--- config.mk ---
export PLATFORM = sky130hd
export DESIGN_NAME = joypad_port_flat
export DESIGN_NICKNAME = d
export VERILOG_FILES = /design/src/rtl/joypad_port_if.sv /design/src/rtl/joypad_port.sv /design/src/flat_wrapper.sv
export SDC_FILE = /design/constraint.sdc
export NUM_CORES = 1
export LEC_CHECK = 0
export ABC_AREA = 1
export CAP_MARGIN = 0
export CORE_UTILIZATION = 50
export DETAILED_ROUTE_END_ITERATION = 10
export DONT_BUFFER_PORTS = 1
export GPL_TIMING_DRIVEN = 0
export PLACE_DENSITY = 0.68
export RECOVER_POWER = 100
export SLEW_MARGIN = 20
export SYNTH_ARGS = -nofsm -noshare
export SYNTH_HDL_FRONTEND = slang
export SYNTH_SLANG_ARGS = --single-unit
export TNS_END_PERCENT = 50
--- constraint.sdc ---
create_clock -name CLK -period 1.1 [get_ports CLK]
set_clock_uncertainty 0.05 [all_clocks]
set_input_delay 0 -clock CLK [delete_from_list [all_inputs] [get_ports CLK]]
set_output_delay 0 -clock CLK [all_outputs]
set_load 0.01 [all_outputs]
--- src/rtl/joypad_port_if.sv ---
// Joypad port bus: APU strobe/read enables and button inputs toward the
// responder, serial data bit and read counters back.
interface joypad_port_if;
   logic       OUT0;
   logic       n_IN0;
   logic       n_IN1;
   logic [7:0] BTN0;
   logic [7:0] BTN1;
   logic       D0_OUT;
   logic       D0_OE;
   logic [3:0] CNT0;
   logic [3:0] CNT1;

   modport master (
      output OUT0, n_IN0, n_IN1, BTN0, BTN1,
      input  D0_OUT, D0_OE, CNT0, CNT1
   );

   modport slave (
      input  OUT0, n_IN0, n_IN1, BTN0, BTN1,
      output D0_OUT, D0_OE, CNT0, CNT1
   );
endinterface

--- src/rtl/joypad_port.sv ---
// Device end of the APU joypad interface: two 8-bit controller shift
// registers loaded by the strobe and shifted out one bit per read on D0.
module joypad_port #(
   parameter int   SYNC_STAGES = 2,
   parameter logic FILL        = 1'b1
) (
   input  logic          CLK,
   input  logic          RES,
   joypad_port_if.slave  bus
);

   logic [SYNC_STAGES-1:0] strobe_sync_q;
   logic [SYNC_STAGES-1:0] rd0_sync_q;
   logic [SYNC_STAGES-1:0] rd1_sync_q;
   logic                   rd0_prev_q;
   logic                   rd1_prev_q;

   logic [7:0] sr0_q,  sr0_d;
   logic [7:0] sr1_q,  sr1_d;
   logic [3:0] cnt0_q, cnt0_d;
   logic [3:0] cnt1_q, cnt1_d;
   logic       d0_out_q, d0_out_d;
   logic       d0_oe_q,  d0_oe_d;

   logic strobe_s;
   logic rd0_s;
   logic rd1_s;
   logic rise0;
   logic rise1;

   assign strobe_s = strobe_sync_q[SYNC_STAGES-1];
   assign rd0_s    = rd0_sync_q[SYNC_STAGES-1];
   assign rd1_s    = rd1_sync_q[SYNC_STAGES-1];
   assign rise0    = ~rd0_prev_q & rd0_s;
   assign rise1    = ~rd1_prev_q & rd1_s;

   always_comb begin
      sr0_d  = sr0_q;
      sr1_d  = sr1_q;
      cnt0_d = cnt0_q;
      cnt1_d = cnt1_q;
      // Load wins over any read edge; registers track BTN while strobe is held.
      if (strobe_s) begin
         sr0_d  = bus.BTN0;
         sr1_d  = bus.BTN1;
         cnt0_d = 4'd0;
         cnt1_d = 4'd0;
      end else begin
         if (rise0) begin
            sr0_d  = {FILL, sr0_q[7:1]};
            cnt0_d = (cnt0_q == 4'd8) ? 4'd8 : cnt0_q + 4'd1;
         end
         if (rise1) begin
            sr1_d  = {FILL, sr1_q[7:1]};
            cnt1_d = (cnt1_q == 4'd8) ? 4'd8 : cnt1_q + 4'd1;
         end
      end
   end

   always_comb begin
      d0_oe_d  = ~rd0_s | ~rd1_s;
      d0_out_d = 1'b0;
      if (!rd0_s) begin
         d0_out_d = sr0_q[0];
      end else if (!rd1_s) begin
         d0_out_d = sr1_q[0];
      end
   end

   always_ff @(posedge CLK or posedge RES) begin
      if (RES) begin
         strobe_sync_q <= '0;
         rd0_sync_q    <= '1;
         rd1_sync_q    <= '1;
         rd0_prev_q    <= 1'b1;
         rd1_prev_q    <= 1'b1;
         sr0_q         <= 8'h00;
         sr1_q         <= 8'h00;
         cnt0_q        <= 4'd0;
         cnt1_q        <= 4'd0;
         d0_out_q      <= 1'b0;
         d0_oe_q       <= 1'b0;
      end else begin
         strobe_sync_q[0] <= bus.OUT0;
         rd0_sync_q[0]    <= bus.n_IN0;
         rd1_sync_q[0]    <= bus.n_IN1;
         for (int i = 1; i < SYNC_STAGES; i++) begin
            strobe_sync_q[i] <= strobe_sync_q[i-1];
            rd0_sync_q[i]    <= rd0_sync_q[i-1];
            rd1_sync_q[i]    <= rd1_sync_q[i-1];
         end
         rd0_prev_q <= rd0_s;
         rd1_prev_q <= rd1_s;
         sr0_q      <= sr0_d;
         sr1_q      <= sr1_d;
         cnt0_q     <= cnt0_d;
         cnt1_q     <= cnt1_d;
         d0_out_q   <= d0_out_d;
         d0_oe_q    <= d0_oe_d;
      end
   end

   assign bus.D0_OUT = d0_out_q;
   assign bus.D0_OE  = d0_oe_q;
   assign bus.CNT0   = cnt0_q;
   assign bus.CNT1   = cnt1_q;

endmodule

--- src/flat_wrapper.sv ---
// flat-port wrapper written by rule: the top's interface ports become plain ports
module joypad_port_flat 
#(
   parameter int   SYNC_STAGES = 2,
   parameter logic FILL        = 1'b1
)
  (CLK, RES, bus_OUT0, bus_n_IN0, bus_n_IN1, bus_BTN0, bus_BTN1, bus_D0_OUT, bus_D0_OE, bus_CNT0, bus_CNT1);
  joypad_port_if bus_i ();
  input  logic CLK;
  input  logic RES;
  input wire logic [$bits(bus_i.OUT0)-1:0] bus_OUT0;
  input wire logic [$bits(bus_i.n_IN0)-1:0] bus_n_IN0;
  input wire logic [$bits(bus_i.n_IN1)-1:0] bus_n_IN1;
  input wire logic [$bits(bus_i.BTN0)-1:0] bus_BTN0;
  input wire logic [$bits(bus_i.BTN1)-1:0] bus_BTN1;
  output wire logic [$bits(bus_i.D0_OUT)-1:0] bus_D0_OUT;
  output wire logic [$bits(bus_i.D0_OE)-1:0] bus_D0_OE;
  output wire logic [$bits(bus_i.CNT0)-1:0] bus_CNT0;
  output wire logic [$bits(bus_i.CNT1)-1:0] bus_CNT1;
  assign bus_i.OUT0 = bus_OUT0;
  assign bus_i.n_IN0 = bus_n_IN0;
  assign bus_i.n_IN1 = bus_n_IN1;
  assign bus_i.BTN0 = bus_BTN0;
  assign bus_i.BTN1 = bus_BTN1;
  assign bus_D0_OUT = bus_i.D0_OUT;
  assign bus_D0_OE = bus_i.D0_OE;
  assign bus_CNT0 = bus_i.CNT0;
  assign bus_CNT1 = bus_i.CNT1;
  joypad_port #(.SYNC_STAGES(SYNC_STAGES), .FILL(FILL)) u_core (.CLK(CLK), .RES(RES), .bus(bus_i));
endmodule
* Word-level counts from Yosys, hierarchy flattened
Cells that the tools add are included.
** Cells by class
- Add/subtract/negate cells :: 2
- Equality and inequality tests :: 2
- Reductions and logical operators :: 2
- Mux-type cells :: 12
- Bitwise operators :: 7
** Operator list (count)
- $mux W8 :: 4
- $mux W4 :: 6
- $add A4 B1 Y4 const B :: 2
- $eq A4 B4 Y1 const B :: 2
- $not A1 Y1 :: 4
- $reduce_bool A2 Y1 :: 2
- $and A1 B1 Y1 :: 2
- $mux W1 :: 2
- $or A1 B1 Y1 :: 1
** Word-level totals
- Bits of input ports :: 21
- Output and inout port bits :: 10
- Logic and storage cells :: 36
- Flip-flop bits (word level) :: 34

* Logic depth before layout (Yosys ltp)
- Word-level depth :: 4
- Gate-level depth with buffers :: 7
- Mapped depth without buffers :: 7

* Worst setup path after synthesis
No wires, ideal clock.
- Path type :: register to register
- From :: register u_core.cnt1_q[0] (netlist: u_core.bus.CNT1[0])
- To :: register u_core.cnt1_q[2] (netlist: u_core.bus.CNT1[2])
- Arrival :: 0.917 ns
- Path buffers :: 0
- Clock period less this slack :: 1.080 ns
- Setup time :: 0.113 ns
- Required time :: 0.937 ns
- Stages on the path, launching flop included :: 8
- Slack :: 0.020 ns
- Cells stage by stage :: dfrtp_1 inv_1 ha_1 nand3_1 nand2_1 nand2_1 nand2_1 inv_1
** On the way
- Longest elaborated chain between the ends :: 4
- Elaborated cells on any way between the ends :: 5
- Those cells by class :: 1 x add/sub; 1 x eq/ne; 3 x mux
** RTL lines
- start, declared :: line joypad_port.sv:21 : logic [3:0] cnt1_q, cnt1_d;
- start signal, assigned :: line joypad_port.sv:97 : cnt1_q <= cnt1_d;
- $add A4 B1 Y4 or $eq A4 B4 Y1 (tied branches) :: line joypad_port.sv:55 : cnt1_d = (cnt1_q == 4'd8) ? 4'd8 : cnt1_q + 4'd1;
- $mux W4 * :: line joypad_port.sv:55
- $mux W4 * :: line joypad_port.sv:53 : if (rise1) begin
- $mux W4 * :: line joypad_port.sv:43 : if (strobe_s) begin
Every way passes the cells marked *; elsewhere a longest branch is shown, timed or not. The select of a mux whose other input is x is not followed.
A chain may end at the register's enable or synchronous reset.

* Worst setup path after layout
- From :: register u_core.rd1_sync_q[1]
- To :: register u_core.cnt1_q[0] (netlist: u_core.bus.CNT1[0])
** On the way
- Longest elaborated chain between the ends :: 2
** RTL lines
- start, declared :: line joypad_port.sv:14 : logic [SYNC_STAGES-1:0] rd1_sync_q;
- start signal, assigned by index :: line joypad_port.sv:90 : rd1_sync_q[i] <= rd1_sync_q[i-1];
- $and A1 B1 Y1 :: line joypad_port.sv:35 : assign rise1 = ~rd1_prev_q & rd1_s;
- $reduce_bool A2 Y1 (no source line)
No other way between the ends.

==> out/results.txt <==
largest family of logic cells by synthesized area: simple AND/OR/NAND/NOR gates
delay-heaviest family, CP: flip-flops
dpl hpwl: 1.78 mm
syn_nets: 190
CTS tree: built
largest net degree at the start of global routing: 35
Worst slew margin: 54.3%
clock sink count: 34
Mapped Area: 0.00148 mm^2
Max rail drop VDD: 0.00140 V
worst-path cell chain: nand2_4, nor2_4, nand3_1, o21ai_0
outcome: finished, violations left
Die X: 56.4 um
R2R depth: 4
sequential area share after synthesis: 57.9%
Final WS setup: -0.0672 ns
Final period util: 106%
Synth Register Bits: 34
crit path kind: reg2reg
post-synthesis adder-cell area fraction: 3.38%
final setup vio count: 22
Layout Nets: 222
Final Hold Vio Count: 0
Hold Crit Class: in2reg
DP Area: 0.00152 mm^2
max incr delay on CP: 0.60 ns
crit path launch type: register
I/O Buffers: 0
Synth area leader: dfrtp_1
Residual DRC: 0
First DRT Iteration DRCs: 37
Initial Util: 53.3%
gr ovfl total: 0
# rows: 19
worst-margin pin slew: 0.685 ns
vias in the first global route: 1180
Area Growth Syn to Fin: 29.4%
routability cong.: 0.735
Power Density: 1370 mW/mm^2
layout cells sized above 1: 27.8%
Slowest cell on crit path: dfstp_2
CP Buf/Inv Count: 0
critical path capture point type: register
Clock Path Buffers: 2
first-pass GRT wire length: 4.93 mm
insertion delay to the later sink of the worst-skew pair: 0.34 ns
Crit path depth: 4
WP data arrival: 1.38 ns
wire length after detailed routing: 2.79 mm
clk slew on worst S/H paths: 0.11 ns
yosys warns: 0
XOR/XNOR share of the synthesized area: 0%
post-synthesis simple-gate area fraction: 29.1%
crit-path max FO: 8
WHS: 0.149 ns
Final ANT Viol Nets: 0
Root Driver: clkbuf_4
Lkg Pwr: 0.000911 uW
Netlist cell types: 18
via count: 1180
Synth Instances: 165
Compound-Gate Fraction of Synth Area: 3.63%
Finished Cell Area: 0.00192 mm^2
RSZ-0062 raised after global routing: true
CTS buffer count: 5
Final Max Slew Viols: 0
Highest Clock Rate: 857 MHz
worst hold stages: 1
CTS H-tree lvls: 2
antenna cell count: 0
gr usage total: 20.8%
failing checks: setup timing
Die ar.: 0.00318 mm^2
DRT Pass-1 Iters: 4
portion of netlist area occupied by mux cells: 0%
Die H: 56.4 um
area of the core: 0.00278 mm^2
initial antenna violation count: 0
I/O pin cnt: 31
top cells by area, synth: dfrtp_1 (47%), nand2_1 (15%), dfstp_2 (11%)
max_cap viols: 0
Tot Pwr: 2620 uW
via density per instance: 5.15
final critical-path required period: 1.17 ns
post-synth top area share: 47.3%
Avg Inst Size Synth: 8.98 um^2
routed len/inst: 12.2 um
CP required: 1.32 ns
-- per-layer routing --
layer  share of wire [%]  GRT usage [%]  vias to the layer above
met3                 5.4           8.53                        5
met4                 1.3           9.41                        0
li1                    -              -                      582
met5                   0              0                        -
met1                  44           23.9                      564
met2                  49           33.9                       29
-- registers in the layout, summed over array words and instances (netlist names) --
signal,cells
u_core.rd1_sync_q,2
u_core.bus.CNT0,4
u_core.strobe_sync_q,2
u_core.sr1_q,8
u_core.rd0_prev_q,1
u_core.sr0_q,8
u_core.rd1_prev_q,1
u_core.bus.D0_OE,1
u_core.bus.D0_OUT,1
u_core.bus.CNT1,4
u_core.rd0_sync_q,2
-- layout by cell type (no fill, tap or decap) --
cell type	n
a21oi_1	4
a21oi_2	1
buf_2	1
buf_4	5
buf_6	1
bufinv_16	1
clkbuf_4	5
clkinv_2	2
dfrtp_1	24
dfrtp_2	4
dfstp_2	6
dlygate4sd3_1	20
ha_2	2
ha_4	2
inv_1	7
inv_2	7
inv_4	1
inv_6	2
nand2_1	57
nand2_2	2
nand2_4	4
nand3_1	17
nand3_2	4
nor2_1	10
nor2_2	2
nor2_4	2
o21ai_0	4
o21ai_2	1
-- worst reg2reg max path: stages, from the launching register on --
cell	delay, ns
dfstp_2	0.60
nand2_4	0.08
nor2_4	0.18
nand3_1	0.10
o21ai_0	0.08
-- cells by family (layout without fill, tap and decap cells) --
logic type | Yosys count | after routing
AO/OA/AOI/OAI | 10 | 10
adder cells (fa/ha/maj) | 4 | 4
buffers and inverters | 19 | 52
flip-flops | 34 | 34
AND/OR/NAND/NOR | 98 | 98
-- stage by stage --
stage,TNS (ns),utilization [%],std cells,setup slack [ns]
floorplan,0,-,165,0.0204
global placement,-0.435,54.7,196,-0.0474
detailed placement,-0.833,54.7,196,-0.0805
CTS,-0.750,68.3,229,-0.0621
global route,-1.95,68.9,229,-0.126
finish,-0.619,68.9,229,-0.0672
-- Yosys cell counts (all sizes together) --
| cell type | number |
|---|---|
| o21ai | 5 |
| a21oi | 5 |
| nand2 | 63 |
| nor2 | 14 |
| dfrtp | 28 |
| nand3 | 21 |
| dfstp | 6 |
| buf | 2 |
| ha | 4 |
| inv | 17 |
-- worst paths after layout --
| path | start | to | slack [ns] |
|---|---|---|---|
| min in group asynchronous | RES | u_core.bus.CNT1[2] | 0.16 |
| hold / removal | bus_n_IN1 | u_core.rd1_sync_q[0] | 0.15 |
| max in group asynchronous | RES | u_core.bus.CNT0[0] | 0.35 |
| setup / recovery | u_core.rd1_sync_q[1] | u_core.bus.CNT1[0] | -0.07 |
| setup reg to reg | u_core.rd1_sync_q[1] | u_core.bus.CNT1[0] | -0.07 |
| hold reg to reg | u_core.strobe_sync_q[0] | u_core.strobe_sync_q[1] | 0.31 |
-- repair_timing --
item | CTS | global route
setup endpoints to repair | 22 | 23
endpoints found under the hold margin | 47 | 0
gates cloned | 0 | 0
hold buffers | 20 | 0
resized for setup | 24 | 4
setup buffers | 5 | 0
pin swaps | 15 | 13
-- final cells by class --
cell class              count  area [um^2]
inverters                  17         76.3
fillers                   214          865
multi-input cells         112          607
flip-flops and latches     34          863
well taps                  31         38.8
clock inverters             3         40.0
repair buffers             25          238
plain buffers               2         16.3
clock buffers               5         37.5
-- report_power, final --
| part | switching (uW) | leakage, uW | total [uW] | internal, uW |
|---|---|---|---|---|
| clock network | 432 | 0.0000450 | 903 | 471 |
| logic | 163 | 0.000460 | 302 | 139 |
| registers | 67.6 | 0.000406 | 1420 | 1350 |
| total | 663 | 0.000911 | 2620 | 1960 |
(Power assumes the default switching activity.)
